--- src/rtl/reset_sequencer.sv ---
// Reset sequencer: merges reset sources, holds all domains in reset for a minimum time,
// waits for stable PLL lock, then releases domains in ascending order. Keeps a sticky reset cause.
module reset_sequencer #(
    parameter int unsigned NDOMAINS     = 4,
    parameter int unsigned HOLD_CYCLES  = 256,
    parameter int unsigned LOCK_STABLE  = 64,
    parameter int unsigned STAGE_CYCLES = 16
) (
    input  logic                clock,
    input  logic                reset,
    input  logic                req_button,
    input  logic                req_debug,
    input  logic                pll_locked,
    input  logic                cause_clear,
    output logic [NDOMAINS-1:0] domain_reset,
    output logic                busy,
    output logic                done,
    output logic [3:0]          cause
);

    localparam int unsigned CNT_MAX = (HOLD_CYCLES > STAGE_CYCLES) ? HOLD_CYCLES : STAGE_CYCLES;
    localparam int unsigned CNT_W   = $clog2(CNT_MAX + 1);
    localparam int unsigned STB_W   = $clog2(LOCK_STABLE + 1);
    localparam int unsigned IDX_W   = (NDOMAINS > 1) ? $clog2(NDOMAINS) : 1;

    localparam logic [CNT_W-1:0] HOLD_LAST  = CNT_W'(HOLD_CYCLES - 1);
    localparam logic [CNT_W-1:0] STAGE_LAST = CNT_W'(STAGE_CYCLES - 1);
    localparam logic [STB_W-1:0] STB_LAST   = STB_W'(LOCK_STABLE - 1);
    localparam logic [IDX_W-1:0] IDX_LAST   = IDX_W'(NDOMAINS - 1);

    typedef enum logic [1:0] {
        S_ASSERT,
        S_WAIT_LOCK,
        S_RELEASE,
        S_RUN
    } state_t;

    state_t              state_q, state_d;
    logic [CNT_W-1:0]    cnt_q, cnt_d;
    logic [STB_W-1:0]    stable_q, stable_d;
    logic [IDX_W-1:0]    idx_q, idx_d;
    logic [NDOMAINS-1:0] rst_d;
    logic [3:0]          cause_set;
    logic                request;
    logic                lock_abort;

    assign request    = req_button | req_debug;
    assign lock_abort = !pll_locked && (state_q == S_RELEASE || state_q == S_RUN);
    assign cause_set  = {lock_abort, req_debug, req_button, 1'b0};

    always_comb begin
        state_d  = state_q;
        cnt_d    = cnt_q;
        stable_d = stable_q;
        idx_d    = idx_q;
        rst_d    = domain_reset;

        case (state_q)
            S_ASSERT: begin
                rst_d    = '1;
                stable_d = '0;
                idx_d    = '0;
                if (request) begin
                    cnt_d = '0;
                end else if (cnt_q == HOLD_LAST) begin
                    state_d = S_WAIT_LOCK;
                    cnt_d   = '0;
                end else begin
                    cnt_d = cnt_q + 1'b1;
                end
            end
            S_WAIT_LOCK: begin
                if (!pll_locked) begin
                    stable_d = '0;
                end else if (stable_q == STB_LAST) begin
                    stable_d = '0;
                    cnt_d    = '0;
                    rst_d[0] = 1'b0;
                    if (NDOMAINS == 1) begin
                        state_d = S_RUN;
                    end else begin
                        state_d = S_RELEASE;
                        idx_d   = IDX_W'(1);
                    end
                end else begin
                    stable_d = stable_q + 1'b1;
                end
            end
            S_RELEASE: begin
                if (cnt_q == STAGE_LAST) begin
                    cnt_d        = '0;
                    rst_d[idx_q] = 1'b0;
                    if (idx_q == IDX_LAST) begin
                        state_d = S_RUN;
                    end else begin
                        idx_d = idx_q + 1'b1;
                    end
                end else begin
                    cnt_d = cnt_q + 1'b1;
                end
            end
            S_RUN: begin
                rst_d = '0;
            end
            default: begin
                state_d = S_ASSERT;
                rst_d   = '1;
            end
        endcase

        // Abort overrides any release scheduled on the same edge.
        if (state_q != S_ASSERT && (request || lock_abort)) begin
            state_d  = S_ASSERT;
            rst_d    = '1;
            cnt_d    = '0;
            stable_d = '0;
            idx_d    = '0;
        end
    end

    always_ff @(posedge clock) begin
        if (reset) begin
            state_q      <= S_ASSERT;
            cnt_q        <= '0;
            stable_q     <= '0;
            idx_q        <= '0;
            domain_reset <= '1;
            busy         <= 1'b1;
            done         <= 1'b0;
            cause        <= 4'b0001;
        end else begin
            state_q      <= state_d;
            cnt_q        <= cnt_d;
            stable_q     <= stable_d;
            idx_q        <= idx_d;
            domain_reset <= rst_d;
            busy         <= (state_d != S_RUN);
            done         <= (state_d == S_RUN);
            cause        <= (cause & {4{~cause_clear}}) | cause_set;
        end
    end

endmodule

--- config.mk ---
export PLATFORM = sky130hd
export DESIGN_NAME = reset_sequencer
export DESIGN_NICKNAME = d
export VERILOG_FILES = /design/src/rtl/reset_sequencer.sv
export SDC_FILE = /design/constraint.sdc
export NUM_CORES = 1
export LEC_CHECK = 0
export CELL_PAD_IN_SITES_DETAIL_PLACEMENT = 0
export CELL_PAD_IN_SITES_GLOBAL_PLACEMENT = 2
export CORE_MARGIN = 2
export CORE_UTILIZATION = 36
export DETAILED_ROUTE_END_ITERATION = 10
export PLACE_DENSITY = 0.9
export SYNTH_ARGS = -nofsm -noshare
export SYNTH_HDL_FRONTEND = slang
export SYNTH_SLANG_ARGS = --single-unit
export TNS_END_PERCENT = 30
--- constraint.sdc ---
create_clock -name clock -period 5.88 [get_ports clock]
set_input_delay 1.176 -clock clock [delete_from_list [all_inputs] [get_ports clock]]
set_output_delay 1.176 -clock clock [all_outputs]
set_load 0.005 [all_outputs]
* After elaboration in Yosys (flattened, before gate mapping)
Cells that the tools add are included.
W data, S select, Z words.
** Cells by class
- Add/subtract/negate cells :: 3
- Magnitude comparators :: 2
- Eq/ne operators :: 13
- Mux-type cells :: 29
- Bitwise gates (word level) :: 6
- Reduce and logical (&&, ||, !) cells :: 16
** Operators with widths (number)
- $mux W9 :: 5
- $pmux W9 S3 :: 1
- $mux W2 :: 11
- $mux W7 :: 2
- $pmux W7 S2 :: 1
- $pmux W2 S3 :: 2
- $add A9 B1 Y9 const B :: 1
- $eq A9 B4 Y1 const B :: 1
- $eq A9 B8 Y1 const B :: 1
- $pmux W3 S3 :: 1
- $and A4 B4 Y4 :: 2
- $eq A2 B2 Y1 const B :: 4
- $ne A2 B2 Y1 const B :: 4
- $add A7 B1 Y7 const B :: 1
- $eq A7 B6 Y1 const B :: 1
- $reduce_and A3 Y1 :: 2
- $reduce_bool A3 Y1 :: 2
- $reduce_and A5 Y1 :: 1
- $mux W4 :: 1
- $not A4 Y4 :: 1
- $or A4 B4 Y4 :: 1
- $pmux W1 S4 :: 1
- $reduce_bool A2 Y1 :: 2
- $logic_and A1 B1 Y1 :: 3
- other kinds (14) :: 17
** Storage, ports and cells
- Register bits after elaboration :: 30
- Bits of input ports :: 6
- Word-level logic and storage cells :: 78

* Depth between registers and ports, before layout
Gate-level depths: netlist of the first run.
- Depth in word-level cells :: 8
- Depth in mapped cells :: 11
- Depth with buffers taken out :: 10

* Worst setup path after synthesis of the first run
Ideal clock, no wire load.
- Path kind :: input -> register
- Start :: in req_button
- End :: reg cnt_q[6]
- Data arrival time :: 2.332 ns
- Slack :: 3.447 ns
- Stages :: 5
- Path through :: or4_1 clkbuf_1 a21oi_1 nand2_1 o41ai_1
** On the way
- Longest elaborated chain between the ends :: 4
** RTL lines
- start, declared :: line 11 : input logic req_button,
- $or A1 B1 Y1 * :: line 47 : assign request = req_button | req_debug;
- branches (longest 3 deep; another with $mux W9)
- end signal, assigned :: line 133 : cnt_q <= cnt_d;
- end, declared :: line 39 : logic [CNT_W-1:0] cnt_q, cnt_d;
Every way passes the cells marked *.
A chain may end at the register's enable or synchronous reset.

* Final worst setup path of the first run
- Start :: in pll_locked
- End :: reg cnt_q[7]
** On the way
- Longest elaborated chain between the ends :: 5
** RTL lines
- start, declared :: line 13 : input logic pll_locked,
- $logic_not A1 Y1
- $logic_and A1 B1 Y1 :: line 48 : assign lock_abort = !pll_locked && (state_q == S_RELEASE || state_q == S_RUN);
- $logic_or A1 B1 Y1 :: line 112 : if (state_q != S_ASSERT && (request || lock_abort)) begin
- $logic_and A1 B1 Y1 :: line 112
- $reduce_or A2 Y1 (no source line)
Several ways; a longest one is shown, not always the timed one.

==> metrics.txt, run 1 <==
share of cells above drive strength 1 0.0708; RSZ-0062 raised after global routing false; worst path required time 6.04 ns; post-route cell area 1940 um^2; Int Pwr 0.000370 W; Max Freq 0.329 GHz; number of flops mapped to enable cells by yosys 0; Syn Nets 212; total track usage 0.162; warning count from the yosys run 0; Worst-Margin Slew 0.629 ns; # port buffers 15; nets@finish 231; fin crit share 0.517; R2R depth 8; Setup Total Neg Slack 0 ns; vias 1443; first-pass GRT wire length 6530 um; iteration count of the initial detailed-routing pass 4; final hold vios 0; CTS root buf clkbuf_8; total power draw 0.000508 W; Site Rows 24; Worst setup SP type primary input; hold path cells 2; Comb pwr share 0.186; Final Skew 0.00759 ns; clock transition at the registers of the reported paths 0.07 ns; area of the mapped netlist 1620 um^2; Post-Syn Instances 192; die extent in x 71.1 um; Hold WC Path Type flip-flop to flip-flop; number of diodes 0; Num CTS Buffers 5; core area 4350 um^2; status finished clean; Routed WL 3760 um; Layout area overhead 19.6%; die area 5050 um^2; gr ovfl total 0; half-perimeter wire length after detailed placement 2790 um; wire length per cell 14.2 um; Worst Setup Path Type primary input to flip-flop; R2R setup slack 3.36 ns; crit end category flip-flop; CP Max Fanout 13; post-synthesis async set-or-reset flop share 0; setup bufs post-CTS 0; drt first-iter violations 102; Sw Ratio 0.271; Tmin final 3.04 ns; H-Tree Depth 2; DRC 0; Post-Place Cells 256; TritonCTS clock tree built; CTS Hold Bufs 0; number of synthesized register bits 30; post-synth cell types 42; gpl congestion 0.832; most common cell after layout, fill and taps aside dfxtp_1; pwr dens 262 nW/um^2; ys flop type dfxtp_1; sequential area share after synthesis 0.371; Static Leak 0.759 nW; part of the power in registers 0.429; Clock power frac 0.385; number of global-route vias before repair 1404; Clock Latency Late Sink 0.28 ns; Setup-failing EPs final 0; Num Clock Sinks 30; CTS resizes 0; Post-Syn Area per Cell 8.43 um^2; worst-case clock buffer depth 2; maxcap violations 0; Worst VDD drop 0.135 mV; Final Slew Violations 0; Cell Area, Placed 1830 um^2; Vias/cell 5.47; I/O pin count 16; Max-slew headroom 0.581; WP data arrival 3.20 ns; Die Ht 71.1 um; non-filler cells, final 264; Fillers 418; Initial Util 0.372; antenna-violating nets left 0; NetSw 0.000138 W; initial antenna violation count 0; highest-count cells in the layout ignoring fill and taps dfxtp_1 (30), nor2_1 (19), nand2_1 (17), clkdlybuf4s50_1 (15); pin count of the biggest net entering global routing 15; worst hold slack 0.465 ns
-- area by class of cell --
cell class,instances,area [um^2],share of cell area
tap,52,65.1,0.0336
clock buffer,8,110,0.0568
sequential,30,601,0.310
inverter,12,45.0,0.0233
multi-input combinational,146,958,0.495
timing repair buffer,16,158,0.0814
-- worst max-delay path, cell delays in order --
cell	delay (ns)
clkdlybuf4s50_1	0.51
o21bai_1	0.25
a21oi_1	0.54
buf_4	0.31
nor2_1	0.11
o2bb2a_1	0.24
o21ai_0	0.08
-- synth_stat cells, types with 2 or more instances --
library cell  count  share of area
a211oi_1          3          0.014
a21boi_0          4          0.019
a21o_1            4          0.019
a21oi_1          14          0.043
a22oi_1           2         0.0093
a2bb2oi_1         2          0.011
a31o_2            2          0.011
a31oi_1           2         0.0077
a41o_1            2          0.012
and3_1            2         0.0077
and4b_1           2          0.012
clkbuf_1          4         0.0093
dfxtp_1          30           0.37
ha_1             14           0.11
inv_1            12          0.028
nand2_1          17          0.039
nand2b_1          2         0.0077
nand3_1          10          0.031
nand4b_1          2          0.011
nor2_1           19          0.044
nor3_1            7          0.022
o21ai_0          11          0.034
o22ai_1           3          0.012
o31ai_1           3          0.014
or4_1             2         0.0093
-- cell families after synthesis --
group | after synthesis | share of synthesized area
buf+inv | 16 | 0.0371
compound gates | 61 | 0.260
fa+ha+maj | 14 | 0.108
simple gates | 71 | 0.223
flops | 30 | 0.371
-- flip-flops by register name, summed over array words and instances, names as in the netlist --
signal,flops
cause,4
state_q,2
stable_q,7
idx_q,2
busy,1
done,1
cnt_q,9
domain_reset,4
-- per-layer routing --
layer  vias up  GRT usage  share of wire
li1        745          -              -
met4         0     0.0587          0.016
met5         -          0              0
met1       661      0.220           0.51
met3         7     0.0399          0.036
met2        30      0.249           0.44
-- metrics by stage --
| step | setup slack [ns] | util |
|---|---|---|
| finish | 2.84 | 0.445 |
| global route | 2.70 | 0.445 |
| CTS | 2.85 | 0.445 |
| detailed placement | 2.56 | 0.420 |
| global placement | 2.60 | 0.420 |
| floorplan | 3.45 | - |
-- worst paths after layout --
path	from	endpoint
hold reg to reg	domain_reset[2]	domain_reset[2]
setup / recovery	pll_locked	cnt_q[7]
hold / removal	domain_reset[2]	domain_reset[2]
setup reg to reg	state_q[0]	cnt_q[7]
-- power groups by stage --
stage	registers, W	clock network, W	logic (W)
floorplan	0.000222	0	0.0000607
global placement	0.000222	0	0.0000934
detailed placement	0.000223	0	0.0000940
CTS	0.000218	0.000200	0.0000945
global route	0.000219	0.000211	0.000106
finish	0.000218	0.000196	0.0000945
No activity file was read; power rests on OpenSTA's default activity.
==> run 2, diff against run 1 <==
--- a/config.mk
+++ b/config.mk
@@ -8,9 +8,9 @@
 export CELL_PAD_IN_SITES_DETAIL_PLACEMENT = 0
 export CELL_PAD_IN_SITES_GLOBAL_PLACEMENT = 2
 export CORE_MARGIN = 2
-export CORE_UTILIZATION = 36
+export CORE_UTILIZATION = 34
 export DETAILED_ROUTE_END_ITERATION = 10
-export PLACE_DENSITY = 0.9
+export PLACE_DENSITY = 0.86
 export SYNTH_ARGS = -nofsm -noshare
 export SYNTH_HDL_FRONTEND = slang
 export SYNTH_SLANG_ARGS = --single-unit
==> constraint.sdc (replaced) <==
create_clock -name clock -period 3.13 [get_ports clock]
set_input_delay 0.626 -clock clock [delete_from_list [all_inputs] [get_ports clock]]
set_output_delay 0.626 -clock clock [all_outputs]
set_load 0.005 [all_outputs]
==> run 2 against run 1 <==
Die area rose by 5.5%. Clock power rose by 54%. Cell area fell by 1.3%. Global-route usage fell by 0.24 points. First-iteration DRC count fell by 28%. Largest power group unchanged. Via count fell by 2.9%. Largest cell class unchanged. Highest routed layer unchanged. Clock skew fell by 0.00064 ns. Total power rose by 75%. Combinational power rose by 86%.
==> metrics.txt, run 2 (synthesis results as in run 1) <==
largest register by flop count cnt_q; Num Clock Sinks 30 (unchanged); pin count of the biggest net entering global routing 19 (+4); WP data arrival 2.61 ns (-0.59 ns); Max-slew headroom 0.669 (+0.0882); vias 1401 (-2.9%); CTS Hold Bufs 0 (unchanged); worst-case clock buffer depth 2 (unchanged); maxcap violations 0 (unchanged); max reg flops 9 (unchanged); Setup Total Neg Slack 0 ns (unchanged); part of the power in registers 0.462 (+0.033); crit end category flip-flop; number of diodes 0 (unchanged); die extent in x 73.0 um (+2.7%); nets@finish 231 (unchanged); R2R setup slack 0.70 ns (-2.66 ns); worst path required time 3.30 ns (-2.74 ns); H-Tree Depth 2 (unchanged); CP Launch Point cnt_q[0]; Util after Layout 0.410 (-0.0346); reg2reg end cnt_q[6]; Fillers 471 (+13%); total track usage 0.159 (-0.00241); post-route cell area 1910 um^2 (-1.3%); Clock power frac 0.340 (-0.045); Sw Ratio 0.275 (+0.00386); number of global-route vias before repair 1398 (-0.43%); share of cells above drive strength 1 0.0619 (-0.00885); Clock Latency Late Sink 0.28 ns (about the same); Worst VDD drop 0.179 mV (+32%); Layout area overhead 18.1%; Comb pwr share 0.198 (+0.012); iteration count of the initial detailed-routing pass 4 (unchanged); Worst-Margin Slew 0.489 ns (-0.140 ns); most common cell after layout, fill and taps aside dfxtp_1; worst flop-to-flop path startpoint cnt_q[0]; wire length per cell 13.9 um (-2.2%); setup bufs post-CTS 0 (unchanged); R2R depth 10 (+2); TritonCTS clock tree built; antenna-violating nets left 0 (unchanged); Tmin final 2.43 ns; Hold Path End cause[0]; Worst setup SP type flip-flop; Cell Area, Placed 1830 um^2 (+0.14%); clock transition at the registers of the reported paths 0.06 ns (about the same); hold path cells 1 (-1); initial antenna violation count 0 (unchanged); Routed WL 3680 um (-2.2%); Die Ht 73.0 um (+2.7%); CTS root buf clkbuf_8; Final Skew 0.00695 ns (-0.000638 ns); Vias/cell 5.31 (-2.9%); Largest regs cnt_q (9), stable_q (7); first-pass GRT wire length 6650 um (+1.8%); I/O pin count 16 (unchanged); drt first-iter violations 73 (-28%); Initial Util 0.347 (-0.0245); pwr dens 464 nW/um^2 (+77%); RSZ-0062 raised after global routing false; Worst Setup Path Type flip-flop to flip-flop; Hold WC Path Type flip-flop to flip-flop; die area 5330 um^2 (+5.5%); highest-count cells in the layout ignoring fill and taps dfxtp_1 (30), nor2_1 (19), nand2_1 (17), clkdlybuf4s50_1 (15); CTS resizes 0 (unchanged); NetSw 0.000244 W (+77%); final hold vios 0 (unchanged); DRC 0 (unchanged); Setup-failing EPs final 0 (unchanged); gr ovfl total 0 (unchanged); fin crit share 0.778; Max Freq 0.411 GHz; Num CTS Buffers 5 (unchanged); Static Leak 0.745 nW (-1.9%); core area 4660 um^2 (+7.0%); Site Rows 25 (+4.2%); HP Start cause[0]; CP Max Fanout 6 (-7); status finished clean; # port buffers 15 (unchanged); Final Slew Violations 0 (unchanged); gpl congestion 0.734 (-12%); half-perimeter wire length after detailed placement 2710 um (-3.1%); total power draw 0.000887 W (+75%); Int Pwr 0.000643 W (+74%)
## run 2: area by class of cell
| cell class | instances | area [um^2] | area share |
|---|---|---|---|
| clock buffer | 6 | 82.6 | 0.0432 |
| inverter | 12 | 45.0 | 0.0236 |
| multi-input combinational | 146 | 958 | 0.501 |
| sequential | 30 | 601 | 0.314 |
| tap | 54 | 67.6 | 0.0353 |
| timing repair buffer | 16 | 158 | 0.0825 |
## run 2: routing by layer
layer,track usage,routed length (um),vias up
met2,0.236,1580,16
li1,-,-,741
met5,0,0,-
met1,0.225,1950,638
met4,0.0556,61,0
met3,0.0359,83,6
## run 2: power by group through the flow
stage               logic [W]  registers (W)  clock network (W)
floorplan            0.000114       0.000417                  0
CTS                  0.000177       0.000410           0.000315
detailed placement   0.000177       0.000418                  0
global placement     0.000177       0.000417                  0
global route         0.000202       0.000412           0.000326
finish               0.000176       0.000410           0.000302
## run 2: per-stage QoR
step	hold slack (ns)	worst slack (ns)	cells
floorplan	0.450	0.944	192
CTS	0.460	0.705	264
finish	0.455	0.695	264
global route	0.496	0.521	264
global placement	0.448	0.660	258
detailed placement	0.445	0.631	258
## run 2: worst max path at each step
stage	slack [ns]	end
4_1_cts	0.71	cnt_q[6]
3_5_place_dp	0.63	cnt_q[6]
6_report	0.70	cnt_q[6]
5_1_grt	0.52	cnt_q[5]
2_1_floorplan	0.94	cnt_q[6]
3_3_place_gp	0.66	cnt_q[6]
## run 2: critical path: stages (launching register included)
cell and delay [ns]:
dfxtp_1 0.34, ha_1 0.26, nand3_1 0.14, nor2_1 0.08, nand3_1 0.11, inv_1 0.05
ha_1 0.20, or4_1 0.52, a21oi_1 0.23, nand2_1 0.15, o41ai_1 0.25
==> run 3, diff against run 2 <==
==> constraint.sdc (replaced) <==
create_clock -name clock -period 2.5 [get_ports clock]
set_input_delay 0.5 -clock clock [delete_from_list [all_inputs] [get_ports clock]]
set_output_delay 0.5 -clock clock [all_outputs]
set_load 0.005 [all_outputs]
==> run 3 against run 2 <==
Core utilization increased by 1.4 points. Sequential share of layout area fell by 1.1 points. First-iteration DRC count grew 29%. Sequential power rose by 25%. Clock skew up 0.0014 ns. Register-to-register slack got worse by 0.52 ns. Setup slack worse by 0.52 ns. Cell area up 3.5%. Largest power group unchanged.
==> metrics.txt, run 3 (synthesis results as in run 1) <==
status finished clean; worst setup margin 0.175 ns (-0.521 ns); worst-case clock buffer depth 2 (unchanged); Routed WL 3810 um (+3.7%); die area 5330 um^2 (unchanged); Int Pwr 0.000829 W (+29%); clock transition at the registers of the reported paths 0.06 ns (about the same); worst flop-to-flop path startpoint cnt_q[0]; share of cells above drive strength 1 0.106 (+0.0436); number of global-route vias before repair 1381 (-1.2%); RSZ-0062 raised after global routing false; Hold WC Path Type flip-flop to flip-flop; highest-count cells in the layout ignoring fill and taps dfxtp_1 (30), nor2_1 (19), nand2_1 (16), clkdlybuf4s50_1 (15); gr ovfl total 0 (unchanged); worst path required time 2.69 ns (-0.61 ns); Clock Latency Late Sink 0.29 ns (about the same); Static Leak 0.788 nW (+5.8%); gpl congestion 0.828 (+13%); Vias/cell 5.39 (+1.6%); core area 4660 um^2 (unchanged); number of diodes 0 (unchanged); initial antenna violation count 0 (unchanged); final hold vios 0 (unchanged); drt first-iter violations 94 (+29%); Num CTS Buffers 5 (unchanged); I/O pin count 16 (unchanged); WP data arrival 2.52 ns (-0.09 ns); nets@finish 237 (+2.6%); Tmin final 2.33 ns (-0.109 ns); pwr dens 587 nW/um^2 (+26%); DP Worst Slack 0.121 ns (-0.510 ns); TritonCTS clock tree built; Sequential Area 601 um^2 (unchanged); Final Skew 0.00833 ns (+0.00138 ns); Die Ht 73.0 um (unchanged); most common cell after layout, fill and taps aside dfxtp_1; CTS Hold Bufs 0 (unchanged); Worst VDD drop 0.260 mV (+45%); Num Clock Sinks 30 (unchanged); Initial Util 0.347 (unchanged); fin crit share 0.930 (+0.152); antenna-violating nets left 0 (unchanged); die extent in x 73.0 um (unchanged); CTS resizes 0 (unchanged); Worst Setup Path Type flip-flop to flip-flop; Site Rows 25 (unchanged); pin count of the biggest net entering global routing 14 (-5); HP Start cause[0]; Final Slew Violations 0 (unchanged); CP Launch Point cnt_q[0]; crit end category flip-flop; max reg flops 9 (unchanged); vias 1467 (+4.7%); Worst-Margin Slew 0.467 ns (-0.0219 ns); total track usage 0.159 (+0.000182); # port buffers 15 (unchanged); part of the power in registers 0.442 (-0.020); NetSw 0.000332 W (+36%); Setup-failing EPs final 0 (unchanged); wire length per cell 14.0 um (+0.62%); Setup Total Neg Slack 0 ns (unchanged); Clock power frac 0.352 (+0.012); largest register by flop count cnt_q; DRC 0 (unchanged); Max-slew headroom 0.684 (+0.0148); Largest regs cnt_q (9), stable_q (7); half-perimeter wire length after detailed placement 2780 um (+2.9%); CTS root buf clkbuf_8; CP Max Fanout 6 (unchanged); Fillers 498 (+5.7%); Sw Ratio 0.286 (+0.0115); Max Freq 0.430 GHz (+4.7%); Worst setup SP type flip-flop; maxcap violations 0 (unchanged); Layout area overhead 22.3%; iteration count of the initial detailed-routing pass 4 (unchanged); setup bufs post-CTS 0 (unchanged); first-pass GRT wire length 6530 um (-1.9%); H-Tree Depth 2 (unchanged); footprint of the multi-input gates 972 um^2 (+1.4%); Comb pwr share 0.206 (+0.008)
[run 3: cell types whose count changed in the layout (fill, tap and decap cells not counted), sizes merged]
cell,delta
clkinv,+1
clkbuf,+1
buf,+6
[run 3: stage by stage]
| stage | hold slack [ns] | utilization | total power (W) | instances | cell area, um^2 |
|---|---|---|---|---|---|
| finish | 0.449 | 0.425 | 0.00116 | 272 | 1980 |
| CTS | 0.453 | 0.422 | 0.00117 | 272 | 1970 |
| global route | 0.464 | 0.425 | 0.00123 | 272 | 1980 |
| detailed placement | 0.438 | 0.402 | 0.000759 | 264 | 1870 |
| floorplan | 0.450 | - | 0.000665 | 192 | 1620 |
| global placement | 0.435 | 0.402 | 0.000762 | 264 | 1870 |
[run 3: layout make-up]
class                      instances  area share
clock buffer                       7      0.0436
clock inverter                     1     0.00253
inverter                          12      0.0228
multi-input combinational        146       0.491
sequential                        30       0.303
tap                               54      0.0341
timing repair buffer              22       0.102
[run 3: final timing paths]
| path | endpoint | slack (ns) | cells after the start |
|---|---|---|---|
| worst max register to register | cnt_q[6] | 0.17 | 10 |
| worst min-delay path | cause[0] | 0.45 | 1 |
| worst min register to register | cause[0] | 0.45 | 1 |
| worst max-delay path | cnt_q[6] | 0.17 | 10 |
[run 3: critical path, cell delays in order, from the launching register on]
cell	delay [ns]
dfxtp_1	0.34
ha_1	0.26
nand3_1	0.15
nor2_1	0.08
nand3_1	0.10
inv_1	0.05
ha_1	0.20
or4_4	0.47
a21oi_1	0.25
nand2_2	0.14
o41ai_2	0.20
[run 3: per-layer routing]
| layer | track usage | part of all wire |
|---|---|---|
| met1 | 0.213 | 0.53 |
| met2 | 0.241 | 0.43 |
| met3 | 0.0290 | 0.019 |
| met4 | 0.0864 | 0.021 |
| met5 | 0 | 0 |
[run 3: power groups by stage]
stage               Sequential, W  Combinational [W]  Clock [W]
floorplan                0.000522           0.000143          0
global placement         0.000523           0.000239          0
detailed placement       0.000523           0.000236          0
CTS                      0.000513           0.000237   0.000423
global route             0.000516           0.000276   0.000442
finish                   0.000513           0.000239   0.000409
